$ cat src/rtl/vgachargen_mem_bist.sv
// ----------------------------------------------------------------------------
// vgachargen_mem_bist
// Write/readback sweep engine for one synchronous RAM port of vgachargen.
// A start in IDLE latches mode/seed, then the engine writes a pattern to
// addresses 0..DEPTH-1 and reads them all back through a RD_LATENCY-deep
// compare pipeline. It then reports pass/fail, the mismatch count and the
// first failing word.
//
// Ports
//   sys_clk_i / sys_arst_i    clock, asynchronous active-high reset
//   start_i, mode_i, seed_i   run request and pattern configuration
//   mem_addr_o / mem_data_o / mem_wen_o / mem_data_i   RAM port
//   busy_o, done_o, pass_o    run status (done_o is a one-cycle pulse)
//   err_cnt_o                 saturating mismatch count
//   err_addr_o/_exp_o/_act_o  first mismatch capture
//
// Optional feature macro: VGACHARGEN_BIST_STOP_ON_ERR_EN
//   defined   : the first mismatch ends the sweep and goes to DONE
//   undefined : the full sweep always completes, all mismatches counted
// ----------------------------------------------------------------------------
module vgachargen_mem_bist #(
   parameter int ADDR_WIDTH = 12,
   parameter int DATA_WIDTH = 8,
   parameter int DEPTH      = 2400,
   parameter int RD_LATENCY = 1
) (
   input  logic                  sys_clk_i,
   input  logic                  sys_arst_i,
   input  logic                  start_i,
   input  logic [1:0]            mode_i,
   input  logic [DATA_WIDTH-1:0] seed_i,
   output logic [ADDR_WIDTH-1:0] mem_addr_o,
   output logic [DATA_WIDTH-1:0] mem_data_o,
   output logic                  mem_wen_o,
   input  logic [DATA_WIDTH-1:0] mem_data_i,
   output logic                  busy_o,
   output logic                  done_o,
   output logic                  pass_o,
   output logic [ADDR_WIDTH:0]   err_cnt_o,
   output logic [ADDR_WIDTH-1:0] err_addr_o,
   output logic [DATA_WIDTH-1:0] err_exp_o,
   output logic [DATA_WIDTH-1:0] err_act_o
);

   localparam logic [2:0] S_IDLE  = 3'd0;
   localparam logic [2:0] S_WRITE = 3'd1;
   localparam logic [2:0] S_READ  = 3'd2;
   localparam logic [2:0] S_DRAIN = 3'd3;
   localparam logic [2:0] S_DONE  = 3'd4;

   localparam logic [ADDR_WIDTH-1:0] LAST_IDX = ADDR_WIDTH'(DEPTH - 1);
   localparam logic [2:0]            LAT_LAST = 3'(RD_LATENCY - 1);
   localparam logic [ADDR_WIDTH:0]   CNT_MAX  = {(ADDR_WIDTH+1){1'b1}};

`ifdef VGACHARGEN_BIST_STOP_ON_ERR_EN
   localparam logic STOP_EN = 1'b1;
`else
   localparam logic STOP_EN = 1'b0;
`endif

   // Data pattern for sweep index idx; the index is truncated/extended to the data width.
   function automatic logic [DATA_WIDTH-1:0] f_pattern(
      input logic [1:0]            mode,
      input logic [DATA_WIDTH-1:0] seed,
      input logic [ADDR_WIDTH-1:0] idx
   );
      logic [DATA_WIDTH-1:0] w_i;
      logic [DATA_WIDTH-1:0] w_p;
      logic                  w_odd;
      w_i = DATA_WIDTH'(idx);
      w_p = '0;
      case (mode)
         2'd0:    w_p = seed + w_i;
         2'd1:    w_p = ~(seed + w_i);
         2'd2:    w_p = w_i;
         default: begin
            // even index -> 0x55.., odd index -> 0xAA..
            for (int b = 0; b < DATA_WIDTH; b++) begin
               w_odd  = (b % 2) == 1;
               w_p[b] = idx[0] ? w_odd : ~w_odd;
            end
         end
      endcase
      return w_p;
   endfunction

   logic [2:0]            r_state;
   logic [ADDR_WIDTH-1:0] r_idx;
   logic [2:0]            r_drain_cnt;
   logic [1:0]            r_mode;
   logic [DATA_WIDTH-1:0] r_seed;
   logic                  r_pv [RD_LATENCY];
   logic [ADDR_WIDTH-1:0] r_pa [RD_LATENCY];
   logic [DATA_WIDTH-1:0] r_pe [RD_LATENCY];

   logic [2:0]            w_state_nxt;
   logic [ADDR_WIDTH-1:0] w_idx_nxt;
   logic [1:0]            w_mode_nxt;
   logic [DATA_WIDTH-1:0] w_seed_nxt;
   logic                  w_push;
   logic                  w_accept;
   logic                  w_mis;
   logic                  w_stop;
   logic [ADDR_WIDTH:0]   w_err_cnt_nxt;
   logic [ADDR_WIDTH-1:0] w_err_addr_nxt;
   logic [DATA_WIDTH-1:0] w_err_exp_nxt;
   logic [DATA_WIDTH-1:0] w_err_act_nxt;

   // Compare at the last pipeline stage, where the RAM data for that entry is valid.
   always_comb begin
      w_mis  = r_pv[RD_LATENCY-1] && (mem_data_i != r_pe[RD_LATENCY-1]);
      w_stop = STOP_EN && w_mis;
   end

   // Sweep FSM next-state and address counter.
   always_comb begin
      w_state_nxt = r_state;
      w_idx_nxt   = r_idx;
      w_push      = 1'b0;
      w_accept    = 1'b0;
      case (r_state)
         S_IDLE: begin
            if (start_i) begin
               w_accept    = 1'b1;
               w_state_nxt = S_WRITE;
               w_idx_nxt   = '0;
            end else begin
               w_state_nxt = S_IDLE;
            end
         end
         S_WRITE: begin
            if (r_idx == LAST_IDX) begin
               w_state_nxt = S_READ;
               w_idx_nxt   = '0;
            end else begin
               w_idx_nxt = r_idx + ADDR_WIDTH'(1);
            end
         end
         S_READ: begin
            if (w_stop) begin
               w_state_nxt = S_DONE;
               w_idx_nxt   = '0;
            end else begin
               w_push = 1'b1;
               if (r_idx == LAST_IDX) begin
                  w_state_nxt = S_DRAIN;
                  w_idx_nxt   = '0;
               end else begin
                  w_idx_nxt = r_idx + ADDR_WIDTH'(1);
               end
            end
         end
         S_DRAIN: begin
            if (w_stop || (r_drain_cnt == LAT_LAST)) begin
               w_state_nxt = S_DONE;
            end else begin
               w_state_nxt = S_DRAIN;
            end
         end
         S_DONE:  w_state_nxt = S_IDLE;
         default: w_state_nxt = S_IDLE;
      endcase
   end

   // Configuration and error-record next values (cleared on an accepted start).
   always_comb begin
      w_mode_nxt     = r_mode;
      w_seed_nxt     = r_seed;
      w_err_cnt_nxt  = err_cnt_o;
      w_err_addr_nxt = err_addr_o;
      w_err_exp_nxt  = err_exp_o;
      w_err_act_nxt  = err_act_o;
      if (w_accept) begin
         w_mode_nxt     = mode_i;
         w_seed_nxt     = seed_i;
         w_err_cnt_nxt  = '0;
         w_err_addr_nxt = '0;
         w_err_exp_nxt  = '0;
         w_err_act_nxt  = '0;
      end else if (w_mis) begin
         if (err_cnt_o != CNT_MAX) begin
            w_err_cnt_nxt = err_cnt_o + (ADDR_WIDTH+1)'(1);
         end else begin
            w_err_cnt_nxt = err_cnt_o;
         end
         // Only the first mismatch of a run is recorded.
         if (err_cnt_o == '0) begin
            w_err_addr_nxt = r_pa[RD_LATENCY-1];
            w_err_exp_nxt  = r_pe[RD_LATENCY-1];
            w_err_act_nxt  = mem_data_i;
         end else begin
            w_err_addr_nxt = err_addr_o;
         end
      end else begin
         w_err_cnt_nxt = err_cnt_o;
      end
   end

   // Control state, configuration and registered outputs.
   always_ff @(posedge sys_clk_i or posedge sys_arst_i) begin
      if (sys_arst_i) begin
         r_state     <= S_IDLE;
         r_idx       <= '0;
         r_drain_cnt <= 3'd0;
         r_mode      <= 2'd0;
         r_seed      <= '0;
         mem_addr_o  <= '0;
         mem_data_o  <= '0;
         mem_wen_o   <= 1'b0;
         busy_o      <= 1'b0;
         done_o      <= 1'b0;
         pass_o      <= 1'b0;
         err_cnt_o   <= '0;
         err_addr_o  <= '0;
         err_exp_o   <= '0;
         err_act_o   <= '0;
      end else begin
         r_state     <= w_state_nxt;
         r_idx       <= w_idx_nxt;
         r_drain_cnt <= ((r_state == S_DRAIN) && (w_state_nxt == S_DRAIN)) ?
                        (r_drain_cnt + 3'd1) : 3'd0;
         r_mode      <= w_mode_nxt;
         r_seed      <= w_seed_nxt;
         // RAM port is driven from next-state values so it lines up with the FSM state.
         mem_wen_o   <= (w_state_nxt == S_WRITE);
         mem_addr_o  <= ((w_state_nxt == S_WRITE) || (w_state_nxt == S_READ)) ? w_idx_nxt : '0;
         mem_data_o  <= (w_state_nxt == S_WRITE) ?
                        f_pattern(w_mode_nxt, w_seed_nxt, w_idx_nxt) : '0;
         busy_o      <= (w_state_nxt != S_IDLE);
         done_o      <= (w_state_nxt == S_DONE);
         if (w_accept) begin
            pass_o <= 1'b0;
         end else if ((w_state_nxt == S_DONE) && (r_state != S_DONE)) begin
            pass_o <= (w_err_cnt_nxt == '0);
         end else begin
            pass_o <= pass_o;
         end
         err_cnt_o   <= w_err_cnt_nxt;
         err_addr_o  <= w_err_addr_nxt;
         err_exp_o   <= w_err_exp_nxt;
         err_act_o   <= w_err_act_nxt;
      end
   end

   // Compare pipeline: one {valid, addr, expected} entry per read issue.
   always_ff @(posedge sys_clk_i or posedge sys_arst_i) begin
      if (sys_arst_i) begin
         for (int k = 0; k < RD_LATENCY; k++) begin
            r_pv[k] <= 1'b0;
            r_pa[k] <= '0;
            r_pe[k] <= '0;
         end
      end else if (w_stop) begin
         for (int k = 0; k < RD_LATENCY; k++) begin
            r_pv[k] <= 1'b0;
            r_pa[k] <= '0;
            r_pe[k] <= '0;
         end
      end else begin
         r_pv[0] <= w_push;
         r_pa[0] <= r_idx;
         r_pe[0] <= f_pattern(r_mode, r_seed, r_idx);
         for (int k = 1; k < RD_LATENCY; k++) begin
            r_pv[k] <= r_pv[k-1];
            r_pa[k] <= r_pa[k-1];
            r_pe[k] <= r_pe[k-1];
         end
      end
   end

endmodule

$ cat config.mk
export PLATFORM = sky130hd
export DESIGN_NAME = vgachargen_mem_bist
export DESIGN_NICKNAME = d
export VERILOG_FILES = /design/src/rtl/vgachargen_mem_bist.sv
export SDC_FILE = /design/constraint.sdc
export NUM_CORES = 1
export LEC_CHECK = 0
export ABC_AREA = 1
export ABC_CLOCK_PERIOD_IN_PS = 3800
export CORE_MARGIN = 5
export CORE_UTILIZATION = 35
export DETAILED_ROUTE_END_ITERATION = 12
export SLEW_MARGIN = 25
export SYNTH_ARGS = -nofsm -noshare
export SYNTH_HDL_FRONTEND = slang
export SYNTH_SLANG_ARGS = --single-unit
$ cat constraint.sdc
create_clock -name sys_clk_i -period 3.8 [get_ports sys_clk_i]
set_input_delay 0.57 -clock sys_clk_i [delete_from_list [all_inputs] [get_ports sys_clk_i]]
set_output_delay 0.57 -clock sys_clk_i [all_outputs]
set_load 0.03 [all_outputs]
==> key figures <==
Setup path
  • Crit Path Class: register to register
  • Reg-to-reg endpoint: mem_data_o[7]$_DFF_PP0_
  • WP data arrival: 3.42 ns
  • Worst reg2reg startpoint: r_idx[0]$_DFF_PP0_
  • Req. time, crit path: 4.14 ns
  • R2R cell count: 17
  • Peak fanout along the critical path: 10
  • Crit end category: register
  • Worst R2R Setup Slack: 0.72 ns
  • CP Launch Type: register

CTS
  • Worst skew pair latency: just over 0.4 ns
  • H-tree levels: 4
  • TritonCTS clock tree: built
  • Clock Sinks: ~110
  • Post-CTS Resized: 0
  • Setup bufs post-CTS: 0
  • Root Driver: clkbuf_16
  • Clk slew on worst S/H paths: 0.06 ns
  • CTS buffer count: 17
  • Post-CTS Hold Buffers: 0
  • CTS Buffer Depth: 2

Yosys
  • Syn avg cell area: 8.57 um2
  • Synth warnings: 0
  • Post-Synth Adder-Cell Area: 0.0417
  • Largest family of logic cells by synthesized area: simple AND/OR/NAND/NOR gates
  • Mapped Cells: slightly below 700
  • Synth Area in XOR/XNOR: 0.0357
  • Yosys reg bits: 114
  • Number of synthesized flops with an enable pin: 0
  • Post-Synth Simple-Gate Area: 0.245
  • Syn nets: 727
  • Yosys cell types: 47
  • Post-synth ARST share: 1.00
  • Synth Area in Compound Gates: 0.107
  • Post-synthesis mux area share: 0
  • Primary FF master, synth: dfrtp_1
  • Seq/Total Area, Yosys: 0.485
  • Post-Synthesis Cell Area: 5890 um2

Die
  • Row cnt: 47
  • Top-level port count: 86
  • Initial Util: 0.356
  • Core area: 16500 um2
  • Die height: 140 um
  • DIE WIDTH: 140 um
  • Die area: 19500 um2

Placed design
  • Placer Congestion: slightly below 0.9
  • Pre-CTS WS: 0.630 ns
  • Placed inst area: between 6000 and 7000 um2
  • Buffers added on ports: 85
  • DP HPWL: about 11000 um

Global route
  • Largest net degree at the start of global routing: 50
  • First-pass GRT wire length: 24500 um
  • Initial antenna violation count: 0
  • Number of global-route vias before repair: approximately 4800
  • Congestion Overflow GR: 0
  • Tot GR Track Use: 0.155

Timing
  • Fin. max-slew vios: 0
  • Final period demand of the worst path: 3.08 ns
  • Setup total negative slack: 0 ns
  • RSZ-0062 raised after global routing: false
  • Setup Viol. Count Final: 0
  • Worst setup margin: 0.725 ns
  • Final Hold Vio Count: 0
  • Crit share post-route: 0.809
  • Peak Freq: 0.325 GHz
  • Slew @ Worst Pin: between 0.8 and 0.9 ns
  • Rel. slew slack: 0.427
  • Clk_skew: slightly below 0.009 ns
  • Hold slack: 0.424 ns

Drt
  • Mean number of vias per cell: 4.75
  • WL per Instance: 14.6 um
  • Iter 0 DRT Violations: 274
  • Remaining DRCs: 0
  • Routed Antenna Nets: 0
  • First drt pass iteration count: 5
  • Routed WL: 14800 um
  • Via count: 4823

Min path
  • Worst Hold End: r_pa[11]$_DFF_PP0_
  • Hold-critical path depth: 0
  • Hold crit path type: register to register
  • Worst Hold Launch: r_idx[11]$_DFF_PP0_

Power and ir drop
  • Pleak: 0.00378 uW
  • Pwr per Cell Area: approximately 400 nW/um2
  • Peak VDD IR: roughly 0.32 mV
  • Pwr Total: 3030 uW

Status
  • Status: complete, no violations

Cells and area
  • Ant. Diodes: 0
  • Final-stage net count: 822
  • Layout filler cell count: 1614
  • Layout area overhead: 29.9%
  • Post-route cell area: between 7000 and 8000 um2
  • Fraction of layout cells with a size suffix above 1: 0.112

Job
  • Max-Cap Viols: 0
==> flip-flops by register name, indices dropped and copies added, names as in the netlist, 12 cells and up <==
register	cells
r_pa	12
err_addr_o	12
mem_addr_o	12
r_idx	12
err_cnt_o	13
==> synth_stat cells (all sizes together), types with 2 or more instances <==
library cell	n	area share
a22oi	3	0.0038
xor2	20	0.030
xnor2	4	0.0060
nor4	3	0.0032
a21oi	31	0.029
o21bai	2	0.0025
or2	4	0.0043
o2111ai	4	0.0060
o21ai	49	0.044
nand3	80	0.076
buf	8	0.0068
o211ai	7	0.0089
nor3	14	0.017
dfrtp	114	0.48
nand2	134	0.097
clkinv	2	0.0015
ha	18	0.038
a31oi	3	0.0032
o22ai	3	0.0032
inv	113	0.072
clkbuf	7	0.0062
a211oi	2	0.0025
nand4	11	0.014
nor2	45	0.031
==> critical path, cell delays in order, from the launching register on <==
cell	delay, ns
dfrtp_1	0.56
ha_1	0.28
nand2_1	0.12
nor2_4	0.15
nand2_1	0.09
nor2_1	0.14
nand2_1	0.08
inv_1	0.08
nor2_1	0.04
nand2_1	0.07
o21ai_0	0.20
ha_1	0.40
a21oi_1	0.17
a21boi_1	0.20
nand2_1	0.07
nand2_1	0.07
nand4_1	0.10
a21oi_2	0.18
==> per-stage QoR <==
| stage | util | instances |
|---|---|---|
| after floorplan | - | 687 |
| after global placement | 0.423 | 983 |
| after detailed placement | 0.423 | 983 |
| after CTS | 0.463 | 1015 |
| after global routing | 0.463 | 1015 |
| final | 0.463 | 1015 |
==> how the worst max path moves through the flow <==
stage / from / to / slack [ns]
2_1_floorplan: sys_arst_i / busy_o$_DFF_PP0_ / 0.21
3_3_place_gp: start_i / mem_data_o[7]$_DFF_PP0_ / 0.69
3_5_place_dp: start_i / mem_data_o[7]$_DFF_PP0_ / 0.63
4_1_cts: r_idx[0]$_DFF_PP0_ / mem_data_o[7]$_DFF_PP0_ / 0.74
5_1_grt: r_idx[1]$_DFF_PP0_ / mem_data_o[7]$_DFF_PP0_ / 0.43
6_report: r_idx[0]$_DFF_PP0_ / mem_data_o[7]$_DFF_PP0_ / 0.72
==> cells in the final DEF (no fill, tap or decap), types with 4 or more instances in the layout <==
cell,count
inv_1,104
xor2_1,20
nor3_1,11
nor2_1,41
nand3_2,4
inv_2,8
nand2_1,116
dfrtp_1,114
buf_4,6
clkdlybuf4s50_1,85
nand2_4,5
ha_1,18
xnor2_1,4
nand4_1,10
nand2_2,13
clkinv_2,4
a21oi_2,4
nand3_1,74
or2_2,4
clkinv_4,4
clkbuf_16,17
o211ai_1,7
o21ai_0,45
o2111ai_1,4
a21oi_1,27
bufinv_16,5
==> where the power goes <==
group          switching, uW  internal, uW  total, uW
clock network            560          1200       1760
registers                  0          1220       1220
logic                   34.0          23.0       56.9
total                    594          2430       3030
==> cell families after synthesis <==
group	count (synthesis)
xor gates and xnor gates	24
AOI/OAI and AO/OA	107
buffers and inverters	130
and+or+nand+nor	293
DFF	114
adders and majority gates	19
==> cell type report <==
class                   count  area (um2)  area share
multi-input cells         443        2520       0.330
inverters                 115         435      0.0570
clock inverters            13         208      0.0272
well taps                 220         275      0.0360
repair buffers             91         896       0.117
flip-flops and latches    114        2850       0.373
clock buffers              19         453      0.0592
==> metal layers <==
layer / track usage / vias up / wire length (um)
li1: - / 2421 / -
met1: 0.214 / 2255 / 7060
met2: 0.236 / 126 / 6680
met3: 0.0367 / 21 / 720
met4: 0.0632 / 0 / 351
met5: 0 / - / 0
Note: power is estimated with default switching activity, not from simulation.
